===== src/rtl/reg_writeback_unit.sv =====
// reg_writeback_unit: drives the register file write port from ALU results and returning loads, tracks in-flight loads (optional WB_ERR_STATUS_EN enables sticky error flags)
module reg_writeback_unit #(
   parameter int INDEX_BIT_WIDTH = 4,
   parameter int DATA_BIT_WIDTH = 32,
   parameter int N_REGS = 1 << INDEX_BIT_WIDTH,
   parameter logic [3:0] OP1_LW = 4'b1001,
   parameter int LD_QUEUE_DEPTH = 2
) (
   input  logic clk,
   input  logic reset,
   input  logic exValid,
   input  logic exWrtReg,
   input  logic [3:0] exOpcode,
   input  logic [INDEX_BIT_WIDTH-1:0] exDstIndex,
   input  logic [DATA_BIT_WIDTH-1:0] exData,
   input  logic memRdValid,
   input  logic [DATA_BIT_WIDTH-1:0] memRdData,
   input  logic [INDEX_BIT_WIDTH-1:0] rdIndex1,
   input  logic [INDEX_BIT_WIDTH-1:0] rdIndex2,
   output logic wrtEn,
   output logic [INDEX_BIT_WIDTH-1:0] wrtIndex,
   output logic [3:0] fstOpcode,
   output logic [DATA_BIT_WIDTH-1:0] dataIn,
   output logic stall,
   output logic loadPending,
   output logic errOverflow,
   output logic errUnderflow
);
   localparam int PW = $clog2(LD_QUEUE_DEPTH);
   localparam int CW = $clog2(LD_QUEUE_DEPTH + 1);
   localparam logic [PW:0] PTR_ONE = 1;

   logic [INDEX_BIT_WIDTH-1:0] ldFifo [LD_QUEUE_DEPTH];
   logic [PW:0] wrPtr, rdPtr;
   logic [CW-1:0] sb [N_REGS];
   logic skidValid;
   logic [INDEX_BIT_WIDTH-1:0] skidIndex;
   logic [DATA_BIT_WIDTH-1:0] skidData;
   logic [3:0] skidOpcode;
   logic aluWr, ldIssue, fifoEmpty, fifoFull, pop, push;
   logic [INDEX_BIT_WIDTH-1:0] head;

   // decode requests, FIFO status and the load-use / structural stall
   always_comb begin
      aluWr = exValid & exWrtReg & (exOpcode != OP1_LW);
      ldIssue = exValid & exWrtReg & (exOpcode == OP1_LW);
      fifoEmpty = wrPtr == rdPtr;
      fifoFull = (wrPtr[PW] != rdPtr[PW]) && (wrPtr[PW-1:0] == rdPtr[PW-1:0]);
      pop = memRdValid & ~fifoEmpty;
      push = ldIssue & (~fifoFull | pop);
      head = ldFifo[rdPtr[PW-1:0]];
      stall = (sb[rdIndex1] != '0) | (sb[rdIndex2] != '0) | fifoFull | skidValid;
   end

   assign loadPending = ~fifoEmpty;

   // pending-load destination storage; validity is tracked by the pointers
   always_ff @(posedge clk)
      if (push) ldFifo[wrPtr[PW-1:0]] <= exDstIndex;

   // pointers, scoreboard, skid and the write port (load return > skid > ALU)
   always_ff @(posedge clk or posedge reset) begin
      if (reset) begin
         wrPtr <= '0;
         rdPtr <= '0;
         for (int i = 0; i < N_REGS; i++) sb[i] <= '0;
         skidValid <= 1'b0;
         skidIndex <= '0;
         skidData <= '0;
         skidOpcode <= '0;
         wrtEn <= 1'b0;
         wrtIndex <= '0;
         fstOpcode <= '0;
         dataIn <= '0;
      end else begin
         if (push) wrPtr <= wrPtr + PTR_ONE;
         if (pop) rdPtr <= rdPtr + PTR_ONE;
         for (int i = 0; i < N_REGS; i++)
            sb[i] <= sb[i] + CW'(push && exDstIndex == INDEX_BIT_WIDTH'(i)) - CW'(pop && head == INDEX_BIT_WIDTH'(i));
         wrtEn <= pop | skidValid | aluWr;
         if (pop) begin
            wrtIndex <= head;
            dataIn <= memRdData;
            fstOpcode <= OP1_LW;
         end else if (skidValid) begin
            wrtIndex <= skidIndex;
            dataIn <= skidData;
            fstOpcode <= skidOpcode;
         end else if (aluWr) begin
            wrtIndex <= exDstIndex;
            dataIn <= exData;
            fstOpcode <= exOpcode;
         end
         if (aluWr && (pop || skidValid)) begin
            skidValid <= 1'b1;
            skidIndex <= exDstIndex;
            skidData <= exData;
            skidOpcode <= exOpcode;
         end else if (!pop) skidValid <= 1'b0;
      end
   end

`ifdef WB_ERR_STATUS_EN
   // sticky overflow/underflow flags, cleared only by reset
   always_ff @(posedge clk or posedge reset) begin
      if (reset) begin
         errOverflow <= 1'b0;
         errUnderflow <= 1'b0;
      end else begin
         if (ldIssue & fifoFull & ~pop) errOverflow <= 1'b1;
         if (memRdValid & fifoEmpty) errUnderflow <= 1'b1;
      end
   end
`else
   assign errOverflow = 1'b0;
   assign errUnderflow = 1'b0;
`endif
endmodule

===== config.mk =====
export PLATFORM = sky130hd
export DESIGN_NAME = reg_writeback_unit
export DESIGN_NICKNAME = d
export VERILOG_FILES = /design/src/rtl/reg_writeback_unit.sv
export SDC_FILE = /design/constraint.sdc
export NUM_CORES = 1
export LEC_CHECK = 0
export CORE_ASPECT_RATIO = 0.5
export CORE_MARGIN = 4
export CORE_UTILIZATION = 52
export DETAILED_ROUTE_END_ITERATION = 8
export PLACE_DENSITY_LB_ADDON = 0.12
export SLEW_MARGIN = 15
export SYNTH_ARGS = -nofsm -noshare
export SYNTH_HDL_FRONTEND = slang
export SYNTH_SLANG_ARGS = --single-unit

===== constraint.sdc =====
create_clock -name clk -period 5.22 [get_ports clk]
set_input_delay 1.305 -clock clk [delete_from_list [all_inputs] [get_ports clk]]
set_output_delay 1.305 -clock clk [all_outputs]
set_load 0.01 [all_outputs]

[After elaboration in Yosys (flattened, before gate mapping)]
Memory sizes are Yosys's and may differ from the RTL's.
Index checks and enable logic that the tools add are counted.
Word-level totals
  output and inout bits: 45
  register bits after elaboration: 118
  memories kept: 1
  memory bits (writable): 8
  input port bits: 85
Memories
  ldFifo: depth 2, width 4, read ports 1, clocked after Yosys merged registers in 0, wr ports 1, line 33  | logic [INDEX_BIT_WIDTH-1:0] ldFifo [LD_QUEUE_DEPTH];
Operators by class
  $lt $le $gt $ge: 2
  reductions and logical operators: 40
  $add $sub $neg: 34
  eq/ne operators: 36
  multiplexer cells: 19
  bitwise gates (word level): 15
Operators with widths (number)
  32-bit two-way mux: 3
  4-bit == test, second input constant: 17
  1-bit logical AND: 34
  2-bit by 1-bit adder with 2-bit output: 16
  4-bit by 3-bit == test with 1-bit output, second input constant: 8
  2-bit by 1-bit subtractor with 2-bit output: 16
  4-bit two-way mux: 6
  2-bit binary-select mux with 4-bit select: 2
  4-bit by 2-bit == test with 1-bit output, second input constant: 4
  5-bit >= comparator, second input constant: 2
  4-bit inverter with 5-bit output: 2
  4-bit by 1-bit == test with 1-bit output, second input constant: 2
  4-bit logical NOT: 2
  2-bit two-way mux: 4
  1-bit OR: 6
  1-bit bitwise AND: 5
  2-bit by 1-bit adder with 2-bit output, second input constant: 2
  1-bit two-way mux: 4
  4-bit inequality test, second input constant: 1
  2-bit nonzero test: 2
  3-bit nonzero test: 1
  2-bit == test: 1
  2-bit by 1-bit inequality test with 1-bit output, second input constant: 1
  1-bit inverter: 2
  other kinds (3): 3

[Depth between registers and ports, before layout]
  word-level depth: 8
  depth in mapped cells: 12
  mapped depth without buffers: 10

[Worst setup path before layout]
OpenSTA, ideal clock, no wires.
  kind: input to output
  start point: in rdIndex2[0]
  end point: out stall
  setup slack: 1417 ps
  stages on the path: 4
  data arrival time: 2498 ps
  data required time: 3915 ps
  cells stage by stage: clkbuf_1 > mux4_2 > mux4_2 > o2111ai_1
Between the ends
  word-level cells in the longest chain between the ends: 8
RTL lines
  start: declaration: line 19  | input logic [INDEX_BIT_WIDTH-1:0] rdIndex2,
  4-bit inverter with 5-bit output (not written as such): line 52  | stall = (sb[rdIndex1] != '0) | (sb[rdIndex2] != '0) | fifoFull | skidValid;
  2-bit binary-select mux with 4-bit select: line 52
  2-bit two-way mux (not written as such) (2 in series): line 52
  2-bit nonzero test: line 52
  1-bit OR (3 in series): line 52
  end: declaration: line 24  | output logic stall,
Every way passes these cells. The select of a mux whose other input is x is not followed.

[Worst setup path after layout]
  start point: in rdIndex2[2]
  end point: out stall
The elaborated chain is that of the path after synthesis.

==> out/qor.yml <==
die:
  row_count: 28
  ios: 130
  core_um2: 12000
  die_y_um: 87.0
  die_x_um: 166
  start_util_pct: 54.1
  dieArea_um2: 14500
power:
  p_leak_nw: 3.60
  p_total_mw: 4.75
  power_density_nw_per_um2: 563
  ir_drop_uv: 275
setup_path:
  slowest_delay_ns: 0.62
  cp_data_required_time_ns: 3.91
  r2r_start: "rdPtr[0]"
  start_kind: "input pin"
  crit_start: "rdIndex2[2]"
  path_class: "input pin to primary output"
  crit_arrival_ns: 3.59
  crit_fanout: 6
  crit_chain: "clkdlybuf4s50_1 > mux4_2 > mux4_2 > o2111ai_1 > clkdlybuf4s50_1"
  cp_slowest_cell: "clkdlybuf4s50_1"
  crit_path_end_kind: "primary output"
synthesis:
  syn-cell-area_um2: 6500
  synth_edf_count: 8
  yosysWarnings: 0
  synth.most_common_cell: "dfrtp_1"
  netlist_instances: 602
  synth-async-reset-ratio_pct: 93.7
  synth_largest_area_cell: "dfrtp_1"
  synthTopCellsByCount: "dfrtp_1 (118), nor2_1 (70), nand2_1 (63)"
  ys_seq_area_share_pct: 49.1
  synth_ff_type: "dfrtp_1"
  yosysTopAreaCellShare_pct: 45.4
  syn_area_per_cell_um2: 10.8
  synth.area.top_cells: "dfrtp_1 (45%), mux2_1 (6.6%), mux2i_1 (6.3%)"
  ys_types: 40
  yosys_register_bits: 126
clock_tree:
  clk_latency_ns: 0.42
  post-cts-setup-buffers: 0
  cts-root-buf: "clkbuf_16"
  clkTransAtPathRegs_ns: 0.06
  cts.sinks: 126
  numCtsBuffers: 17
  clock_path_buffers: 2
  cts_resized: 0
  cts_hold_buf: 0
  cts_tree: "yes"
  htreeDepth: 4
global_route:
  grt_first_pass_wirelength_um: 24200
  grt_util_all_layers_pct: 21.0
  antenna_found_initial: 0
  grt-ovfl-total: 0
  grt_max_degree: 74
  grt_pass1_vias: 4858
place:
  place_inst: 868
  dp_slack_ns: 0.328
  gp_congestion: 0.862
  portBuffers: 127
  place_hpwl_um: 9880
  placed_cell_area_um2: 7860
timing:
  fin_skew_ns: 0.00923
  finalCritPeriodShare_pct: 93.8
  hold_viol_final: 0
  slew_violations: 0
  setup_viol: 0
  hold_ws_ns: 0.481
  relSlewSlack_pct: 46.9
  rsz0062_at_grt: "false"
  clock.fmax_mhz: 204
  post-route-min-period_ns: 4.89
  worstMarginPinSlew_ns: 0.796
  finalSetupTns_ns: 0
  setup_ws_ns: 0.326
drt:
  drt.antenna.violating_nets: 0
  viasPerCell: 5.17
  vias: 4657
  drc_errors: 0
  first_pass_iters: 4
  first_iter_violations: 272
  routedWlPerCell_um: 16.0
  wirelength_um: 14400
final_layout:
  fill_cells: 908
  diodes: 0
  fin_util_pct: 70.2
  finalNonFillerCells: 900
  nets: 839
  regArea_um2: 3190
  drive_gt1_share_pct: 8.30
  syn2layout_area_growth_pct: 29.9
  multiInputGateArea_um2: 3050
  final_area_um2: 8440
run:
  timing.max_cap.violations: 0
worst_hold_path:
  hold_start: "dataIn[24]"
  hp-class: "flop to flop"
run_status:
  status: "complete, no violations"
## cell families (layout without fill, tap and decap cells)
| kind of cell | Yosys count | count (layout) | share of synthesized area, % |
|---|---|---|---|
| mux | 95 | 95 | 16.7 |
| buf+inv | 54 | 186 | 4.16 |
| fa+ha+maj | 33 | 33 | 6.32 |
| flops | 126 | 126 | 49.1 |
| xor+xnor | 40 | 40 | 5.62 |
| compound gates | 95 | 95 | 7.91 |
| simple gates | 158 | 158 | 10.1 |
| other cells | 1 | 2 | 0.0577 |
## per-layer routing
layer / track usage [%] / part of all wire [%] / up-vias
li1: - / - / 2290
met1: 25.9 / 44 / 2232
met2: 34.9 / 47 / 112
met3: 8.16 / 7.4 / 23
met4: 5.76 / 1.7 / 0
met5: 0 / 0 / -
## sequential cells by signal, summed over array words and instances, names as in the netlist, 4 cells and up
signal and flops:
sb 32, wrtIndex 4, ldFifo 8, skidData 32, skidIndex 4, fstOpcode 4
dataIn 32, skidOpcode 4
## final cells by class
cell class              instances  area share [%]
clock buffers                  18            5.20
clock inverters                14            1.72
inverters                      21           0.964
multi-input cells             423            36.1
flip-flops and latches        126            37.8
well taps                     165            2.45
repair buffers                133            15.7
## path summary, 6_finish.rpt
kind / to / slack [ns] / depth (start not counted)
min in group asynchronous: sb[13] / 1.38 / 2
max in group asynchronous: skidData[25] / 3.05 / 3
min: dataIn[24] / 0.48 / 2
max: stall / 0.33 / 5
min reg2reg: dataIn[24] / 0.48 / 2
max reg2reg: sb[25] / 2.41 / 9
## cells in the final DEF, fill, tap and decap left out, drive strengths merged, types with 2 or more instances in the layout
master         instances
edfxtp                 8
nand2                 63
a211oi                 2
o21ai                 41
dfrtp                118
nand3                  5
nor3                  12
clkbuf                18
nor2                  70
clkdlybuf4s50        127
mux2i                 41
a21oi                 46
clkinv                 8
xor2                   3
clkinvlp               4
mux4                   6
inv                   21
bufinv                 2
buf                    6
conb                   2
mux2                  48
nor2b                  3
xnor2                 37
ha                    32
## critical path: cells and delay by family
kind,cells,cell delay [ns]
compound gates,1,0.10
buf+inv,2,1.18
mux,2,1.00
## power breakdown
part / internal, mW / total (mW) / switching [mW]
registers: 1.45 / 1.74 / 0.294
clock network: 0.714 / 1.16 / 0.451
logic: 0.934 / 1.84 / 0.910
Power figures use the tool's default switching activity.
